===== src/rtl/osc_cfg_bank_if.sv =====
// Byte-wide host bus used to program and read back the oscillator config bank.
interface osc_cfg_bank_if #(
  parameter int ADDR_W = 5
) ();
  logic              wr_en;
  logic              rd_en;
  logic [ADDR_W-1:0] addr;
  logic [7:0]        wdata;
  logic [7:0]        rdata;
  logic              rvalid;

  modport master (output wr_en, rd_en, addr, wdata, input rdata, rvalid);
  modport slave  (input wr_en, rd_en, addr, wdata, output rdata, rvalid);
endinterface


===== src/rtl/osc_cfg_bank.sv =====
// Double-buffered per-channel oscillator config bank; readback 1 cycle after rd_en.
// Active sets reload on frame_tick after COMMIT or at once on IMMEDIATE; the bus never stalls.
module osc_cfg_bank #(
  parameter int  CHANNELS = 2,
  parameter int  COEFF_W  = 8,
  localparam int CH_W     = (CHANNELS > 1) ? $clog2(CHANNELS) : 1,
  localparam int NB       = COEFF_W / 8,
  localparam int BY_W     = (NB > 1) ? $clog2(NB) : 1,
  localparam int ADDR_W   = CH_W + 3 + BY_W
) (
  input  logic                        clk,
  input  logic                        reset_n,
  osc_cfg_bank_if.slave               bus,
  input  logic [CHANNELS-1:0]         frame_tick,
  output logic [CHANNELS*COEFF_W-1:0] init_re,
  output logic [CHANNELS*COEFF_W-1:0] init_im,
  output logic [CHANNELS*COEFF_W-1:0] re_coeff,
  output logic [CHANNELS*COEFF_W-1:0] im_coeff,
  output logic [CHANNELS*COEFF_W-1:0] power,
  output logic [CHANNELS-1:0]         cfg_update
);

  // Field order inside a set: init_re, init_im, re_coeff, im_coeff, power (regs 2..6).
  logic [4:0][COEFF_W-1:0] shadow [CHANNELS];
  logic [4:0][COEFF_W-1:0] active [CHANNELS];
  logic [CHANNELS-1:0]     pending;
  logic [CHANNELS-1:0]     lock;
  logic                    err;
  logic [7:0]              rdata_q;
  logic                    rvalid_q;

  logic [ADDR_W-1:0] addr;
  logic [CH_W-1:0]   a_ch;
  logic [2:0]        a_reg;
  logic [BY_W-1:0]   a_by;
  logic              ch_ok, by_ok, lock_sel;
  logic              wr_status, wr_ctrl, wr_shadow, wr_bad;
  logic [CHANNELS-1:0] copy;
  logic [7:0]        rd_byte;

  function automatic logic [COEFF_W-1:0] def_val(input int f);
    logic [7:0] v;
    case (f)
      0:       v = 8'h20;
      1:       v = 8'h00;
      2:       v = 8'h7d;
      3:       v = 8'h1b;
      default: v = 8'h10;
    endcase
    return COEFF_W'(v) << (COEFF_W - 8);
  endfunction

  assign addr  = bus.addr;
  assign a_by  = addr[BY_W-1:0];
  assign a_reg = addr[BY_W+2:BY_W];
  assign a_ch  = addr[ADDR_W-1:BY_W+3];
  assign ch_ok = int'(a_ch) < CHANNELS;
  assign by_ok = int'(a_by) < NB;

  always_comb begin
    lock_sel  = 1'b0;
    wr_status = 1'b0;
    wr_ctrl   = 1'b0;
    wr_shadow = 1'b0;
    wr_bad    = 1'b0;
    for (int c = 0; c < CHANNELS; c++)
      if (int'(a_ch) == c) lock_sel = lock[c];
    if (bus.wr_en) begin
      if (!ch_ok || a_reg == 3'd7 || !by_ok)     wr_bad    = 1'b1;
      else if (a_reg <= 3'd1 && a_by != '0)      wr_bad    = 1'b1;
      else if (a_reg == 3'd0)                    wr_status = 1'b1;
      else if (lock_sel)                         wr_bad    = 1'b1;  // STATUS W1C is exempt from lock
      else if (a_reg == 3'd1)                    wr_ctrl   = 1'b1;
      else                                       wr_shadow = 1'b1;
    end
  end

  always_comb begin
    copy = '0;
    for (int c = 0; c < CHANNELS; c++)
      copy[c] = (wr_ctrl && int'(a_ch) == c && bus.wdata[1]) || (pending[c] && frame_tick[c]);
  end

  always_comb begin
    rd_byte = '0;
    for (int c = 0; c < CHANNELS; c++) begin
      if (int'(a_ch) == c) begin
        if (a_reg == 3'd0 && a_by == '0) rd_byte = {5'b0, err, lock[c], pending[c]};
        for (int f = 0; f < 5; f++)
          for (int b = 0; b < NB; b++)
            if (int'(a_reg) == f + 2 && int'(a_by) == b) rd_byte = shadow[c][f][8*b +: 8];
      end
    end
  end

  always_ff @(posedge clk) begin
    if (!reset_n) begin
      for (int c = 0; c < CHANNELS; c++)
        for (int f = 0; f < 5; f++) begin
          shadow[c][f] <= def_val(f);
          active[c][f] <= def_val(f);
        end
      pending    <= '0;
      lock       <= '0;
      err        <= 1'b0;
      cfg_update <= '0;
      rdata_q    <= '0;
      rvalid_q   <= 1'b0;
    end else begin
      cfg_update <= copy;
      rvalid_q   <= bus.rd_en;
      if (bus.rd_en) rdata_q <= rd_byte;
      if (wr_bad)                          err <= 1'b1;
      else if (wr_status && bus.wdata[2])  err <= 1'b0;
      for (int c = 0; c < CHANNELS; c++) begin
        // A tick that lands on an already-pending channel commits; a repeat COMMIT adds nothing.
        if (copy[c]) begin
          active[c]  <= shadow[c];
          pending[c] <= 1'b0;
        end else if (wr_ctrl && int'(a_ch) == c && bus.wdata[0]) begin
          pending[c] <= 1'b1;
        end
        if (wr_ctrl && int'(a_ch) == c && bus.wdata[7]) lock[c] <= 1'b1;
        for (int f = 0; f < 5; f++)
          for (int b = 0; b < NB; b++)
            if (wr_shadow && int'(a_ch) == c && int'(a_reg) == f + 2 && int'(a_by) == b)
              shadow[c][f][8*b +: 8] <= bus.wdata;
      end
    end
  end

  assign bus.rdata  = rdata_q;
  assign bus.rvalid = rvalid_q;

  for (genvar c = 0; c < CHANNELS; c++) begin : g_out
    assign init_re [c*COEFF_W +: COEFF_W] = active[c][0];
    assign init_im [c*COEFF_W +: COEFF_W] = active[c][1];
    assign re_coeff[c*COEFF_W +: COEFF_W] = active[c][2];
    assign im_coeff[c*COEFF_W +: COEFF_W] = active[c][3];
    assign power   [c*COEFF_W +: COEFF_W] = active[c][4];
  end

endmodule

===== src/flat_wrapper.sv =====
// flat-port wrapper written by rule: the top's interface ports become plain ports
module osc_cfg_bank_flat 
#(
  parameter int  CHANNELS = 2,
  parameter int  COEFF_W  = 8,
  localparam int CH_W     = (CHANNELS > 1) ? $clog2(CHANNELS) : 1,
  localparam int NB       = COEFF_W / 8,
  localparam int BY_W     = (NB > 1) ? $clog2(NB) : 1,
  localparam int ADDR_W   = CH_W + 3 + BY_W
)
  (clk, reset_n, frame_tick, init_re, init_im, re_coeff, im_coeff, power, cfg_update, bus_wr_en, bus_rd_en, bus_addr, bus_wdata, bus_rdata, bus_rvalid);
  osc_cfg_bank_if bus_i ();
  input  logic clk;
  input  logic reset_n;
  input  logic [CHANNELS-1:0] frame_tick;
  output logic [CHANNELS*COEFF_W-1:0] init_re;
  output logic [CHANNELS*COEFF_W-1:0] init_im;
  output logic [CHANNELS*COEFF_W-1:0] re_coeff;
  output logic [CHANNELS*COEFF_W-1:0] im_coeff;
  output logic [CHANNELS*COEFF_W-1:0] power;
  output logic [CHANNELS-1:0] cfg_update;
  input wire logic [$bits(bus_i.wr_en)-1:0] bus_wr_en;
  input wire logic [$bits(bus_i.rd_en)-1:0] bus_rd_en;
  input wire logic [$bits(bus_i.addr)-1:0] bus_addr;
  input wire logic [$bits(bus_i.wdata)-1:0] bus_wdata;
  output wire logic [$bits(bus_i.rdata)-1:0] bus_rdata;
  output wire logic [$bits(bus_i.rvalid)-1:0] bus_rvalid;
  assign bus_i.wr_en = bus_wr_en;
  assign bus_i.rd_en = bus_rd_en;
  assign bus_i.addr = bus_addr;
  assign bus_i.wdata = bus_wdata;
  assign bus_rdata = bus_i.rdata;
  assign bus_rvalid = bus_i.rvalid;
  osc_cfg_bank #(.CHANNELS(CHANNELS), .COEFF_W(COEFF_W)) u_core (.clk(clk), .reset_n(reset_n), .bus(bus_i), .frame_tick(frame_tick), .init_re(init_re), .init_im(init_im), .re_coeff(re_coeff), .im_coeff(im_coeff), .power(power), .cfg_update(cfg_update));
endmodule

===== config.mk =====
export PLATFORM = sky130hd
export DESIGN_NAME = osc_cfg_bank_flat
export DESIGN_NICKNAME = d
export VERILOG_FILES = /design/src/rtl/osc_cfg_bank_if.sv /design/src/rtl/osc_cfg_bank.sv /design/src/flat_wrapper.sv
export SDC_FILE = /design/constraint.sdc
export NUM_CORES = 1
export LEC_CHECK = 0
export CAP_MARGIN = 40
export CORE_MARGIN = 4
export CORE_UTILIZATION = 49
export DETAILED_ROUTE_END_ITERATION = 8
export GPL_TIMING_DRIVEN = 0
export PLACE_DENSITY = 0.73
export SYNTH_ARGS = -nofsm -noshare
export SYNTH_HDL_FRONTEND = slang
export SYNTH_SLANG_ARGS = --single-unit

===== constraint.sdc =====
create_clock -name clk -period 3 [get_ports clk]
set_input_delay 0.6 -clock clk [delete_from_list [all_inputs] [get_ports clk]]
set_output_delay 0.6 -clock clk [all_outputs]
set_load 0.02 [all_outputs]

* Yosys cells after proc, flatten, opt, wreduce, memory -nomap -nowiden *
Memory sizes are Yosys's and may differ from the RTL's.
Index checks and enable logic that the tools add are counted.
W data, S select, Z words.

word-level totals
  register bits after elaboration = 16
  RAM bits = 160
  bits of input ports = 19
  output and inout bits = 91
  word-level logic and storage cells = 175
  memories kept = 2

memories
  memory         words  bits a word  rd ports  clocked after memory_dff  write ports  line                text
  u_core.active  2      40           2         0                         2            osc_cfg_bank.sv:25  logic [4:0][COEFF_W-1:0] active [CHANNELS];
  u_core.shadow  2      40           2         0                         2            osc_cfg_bank.sv:24  logic [4:0][COEFF_W-1:0] shadow [CHANNELS];

cells by class
  order comparisons = 2
  eq/ne operators = 7
  mux-type cells = 92
  bitwise operators = 16
  reductions and logical operators = 48

operators with widths
  operator              count
  $mux W8               28
  $mux W40              2
  $mux W1               61
  $logic_and A1 B1 Y1   40
  $eq A3 B3 Y1 const B  5
  $or A1 B1 Y1          12
  $not A1 Y1            4
  $reduce_or A2 Y1      2
  $eq A3 B1 Y1 const B  1
  $eq A3 B2 Y1 const B  1
  $le A3 B1 Y1 const B  1
  $logic_not A3 Y1      1
  $logic_or A1 B1 Y1    3
  $mux W3               1
  $reduce_bool A2 Y1    1
  $logic_not A1 Y1      1
  $lt A1 B1 Y1 const B  1

* Logic depth before layout (Yosys ltp) *
  depth after elaboration = 16
  mapped depth = 7
  depth with buffers taken out = 4

* Worst setup path after synthesis *
No wires, ideal clock.

  path kind = input port to flip-flop
  from = input bus_addr[3]
  to = memory u_core.active[0][0] (netlist name), enable pin
  data arrival time = 2.676 ns
  data required time = 2.601 ns
  setup slack = -0.076 ns
  cell stages on the path = 7
  path buffers = 3
  path through = buf_2 > a31oi_2 > and4_1 > buf_2 > a32o_1 > buf_2 > or2_1

RTL lines
  element             line                text
  start: declaration  flat_wrapper.sv:24  input wire logic [$bits(bus_i.addr)-1:0] bus_addr;
  end: declaration    osc_cfg_bank.sv:25

==> results.md <==
* Crit-path max FO at 15
* Post-synthesis async set-or-reset flop share at 0
* Crit path from: reset_n
* Worst path required time at 3.16 ns
* Die area at 17200 sq um
* Top cell type's share of synthesized area at 0.649
* Post-synthesis cell count at 530
* Post-synth top area cell: edfxtp_1
* Max Freq at 0.342 GHz
* Grt ovf at 0
* Rows at 44
* Max_slew headroom at 0.485
* Vias in the first global route at 5312
* CTS H-tree depth at 4
* EDFF count, synth at 160
* Post-CTS setup buffers at 0
* Worst Hold Class: flop to flop
* Root Driver: clkbuf_16
* Max-slew violations at 0
* Clock skew at 0.00741 ns
* Clock transition at path regs at 0.06 ns
* Mean number of vias per cell at 6.26
* Fillers at 1085
* FF-to-FF Start: u_core.lock[0]
* Starting density of the core at 0.504
* Synthesized Nets at 549
* Tmin final at 2.92 ns
* Final instance area at 9440 sq um
* Antenna violations before repair at 1
* I/O Buffers at 107
* FF-to-FF setup slack at 0.63 ns
* Hpwl dp at 15.9 mm
* Synth Warn # at 0
* M3 GR Usage at 0.0577
* Die width at 131 microns
* Routability cong. at 0.977
* Routed WL per cell at 26.0 microns
* First-pass GRT wire length at 32.7 mm
* Leakage power at 3.39 nW
* RSZ-0062 raised after global routing: false
* Antenna viol nets, final at 0
* Worst EP arrival at 3.08 ns
* Critical path class: input pin to flop
* # DRC at 0
* Final number of hold-violating endpoints at 0
* Proportion of layout cells with a drive suffix above 1 at 0.126
* Worst-Margin Slew at 0.772 ns
* Yosys reg bits at 176
* Synth unique cells at 57
* TritonCTS clock tree: done
* Die height at 131 microns
* Synth Cell Area at 7410 sq um
* Global Route Usage Sum at 0.268
* Cts bufs inserted at 17
* Max_cap viols at 0
* Worst Setup End Kind: flop
* Via Count at 5444
* Sink Count at 176
* Setup Viol. Count Final at 0
* Largest net degree at the start of global routing at 21
* Layout overhead on the synthesized area at 27.5%
* Clock Latency Late Sink at 0.43 ns
* Main synth FF type: edfxtp_1
* Power per cell area at 587 nW/um^2
* I/O pin cnt at 110
* Run status: finished, final reports clean
* Total Routed Length at 22.6 mm
* Worst hold start: u_core.bus.rdata[2]
* GR peak layer: met2
* M1 GR Usage at 0.379
* Fin util at 0.642
* Synthesized area per cell at 14.0 sq um
* First-pass detailed-route iteration total at 5
* Sequential element share of the synthesized area at 0.692
* Core area at 14700 sq um
* Crit share post-route at 0.974
* Top post-synthesis cells by area: edfxtp_1, and3_1, dfxtp_1
* Final net count at 690
* Grt met2 use at 0.402
* Peak supply drop at 373 uV
* Area after DPL at 8760 sq um
* CP Launch Type: input pin
* CTS max path bufs at 2
* Drt first-iter violations at 751
## cells by family after synthesis
logic type,synth area share
flip-flops,0.692
AND/OR/NAND/NOR,0.173
multiplexers,0.0196
buffers and inverters,0.0272
AO/OA/AOI/OAI,0.0880
## cell usage in the layout, fill, tap and decap left out, types with 3 or more instances in the layout
cell type / n
a211oi_1: 4
bufinv_16: 3
or2_4: 7
clkdlybuf4s50_1: 107
clkbuf_1: 19
buf_4: 5
and3_1: 56
clkbuf_16: 17
inv_1: 5
o21ai_1: 5
nor4_1: 4
and2_1: 36
o21ai_2: 3
o221ai_1: 7
buf_2: 21
a21oi_1: 12
a221oi_1: 14
nor2b_1: 9
edfxtp_1: 160
mux2i_1: 9
or3_1: 8
o221a_2: 3
clkinv_2: 3
nand3b_1: 24
dfxtp_1: 16
mux2_2: 4
o32a_1: 3
a31oi_1: 6
o21ai_0: 14
nor2_1: 11
clkinv_1: 4
nand2b_1: 17
nand4_1: 3
nand2_1: 14
nor3_1: 7
## Yosys cell counts, types with 5 or more instances
library cell	count
a21oi_1	12
and2_1	36
and3_1	56
clkbuf_1	19
nand3b_1	24
o21ai_0	22
nand2b_1	17
nor2b_1	9
a221oi_1	14
edfxtp_1	160
dfxtp_1	16
buf_2	18
nand2_1	14
o221ai_1	7
nor3_1	7
a31oi_1	6
mux2i_1	10
or3_1	8
inv_1	5
nor2_1	11
## through the flow
stage / std cells / setup TNS [ns] / total power, mW / setup WS, ns / hold slack, ns
finish: 869 / 0 / 5.54 / 0.0795 / 0.538
global route: 868 / 0 / 5.68 / 0.00416 / 0.576
CTS: 864 / 0 / 5.53 / 0.0506 / 0.526
detailed placement: 830 / -99.98 / 3.32 / -0.852 / 0.510
global placement: 821 / -117.01 / 3.31 / -0.807 / 0.495
floorplan: 530 / 0 / 3.08 / 0.315 / 0.458
## layout make-up
type	instances	area [sq um]	share of cell area
Clock buffer	17	425	0.0451
Timing Repair Buffer	116	1130	0.119
Buffer	40	184	0.0195
Clock inverter	15	166	0.0176
Antenna cell	1	2.50	0.000265
Multi-Input combinational cell	314	2160	0.229
Tap cell	184	230	0.0244
Sequential cell	176	5120	0.543
Inverter	6	22.5	0.00239
## layer usage
layer	vias up	share of wire
met5	-	0.0017
met3	56	0.10
met4	4	0.034
met2	369	0.46
met1	2670	0.40
li1	2345	-
## worst max-delay path, stage by stage
cell,delay [ns]
clkdlybuf4s50_1,0.57
clkbuf_1,0.51
clkinv_1,0.75
or2_2,0.64
## repair_timing
| item | 4_1_cts | 5_1_grt |
|---|---|---|
| pin swaps | 1 | 0 |
| endpoints found under the hold margin | 0 | 0 |
| gates cloned | 2 | 4 |
| setup endpoints to repair | 102 | 132 |
| hold buffers | 0 | 0 |
| resized for setup | 8 | 14 |
## power by group
part           internal, mW  switching [mW]  leakage (nW)  total [mW]
Clock                  1.30           0.942         0.286        2.24
Combinational         0.170           0.291          1.46       0.461
Sequential             2.77          0.0643          1.65        2.83
Total                  4.24            1.30          3.39        5.54
## registers in the layout, summed over array words and instances, names as in the netlist
register           count
u_core.bus.rdata       8
u_core.pending         2
u_core.shadow         80
u_core.active         80
u_core.lock            2
u_core.bus.rvalid      1
u_core.err             1
u_core.cfg_update      2
## path summary, 6_finish.rpt
path	cells after the start	end
min	2	u_core.bus.rdata[2]
min reg2reg	2	u_core.bus.rdata[2]
max reg2reg	4	u_core.shadow[0][6]
max	4	u_core.active[1][33]
Power figures use the tool's default switching activity.
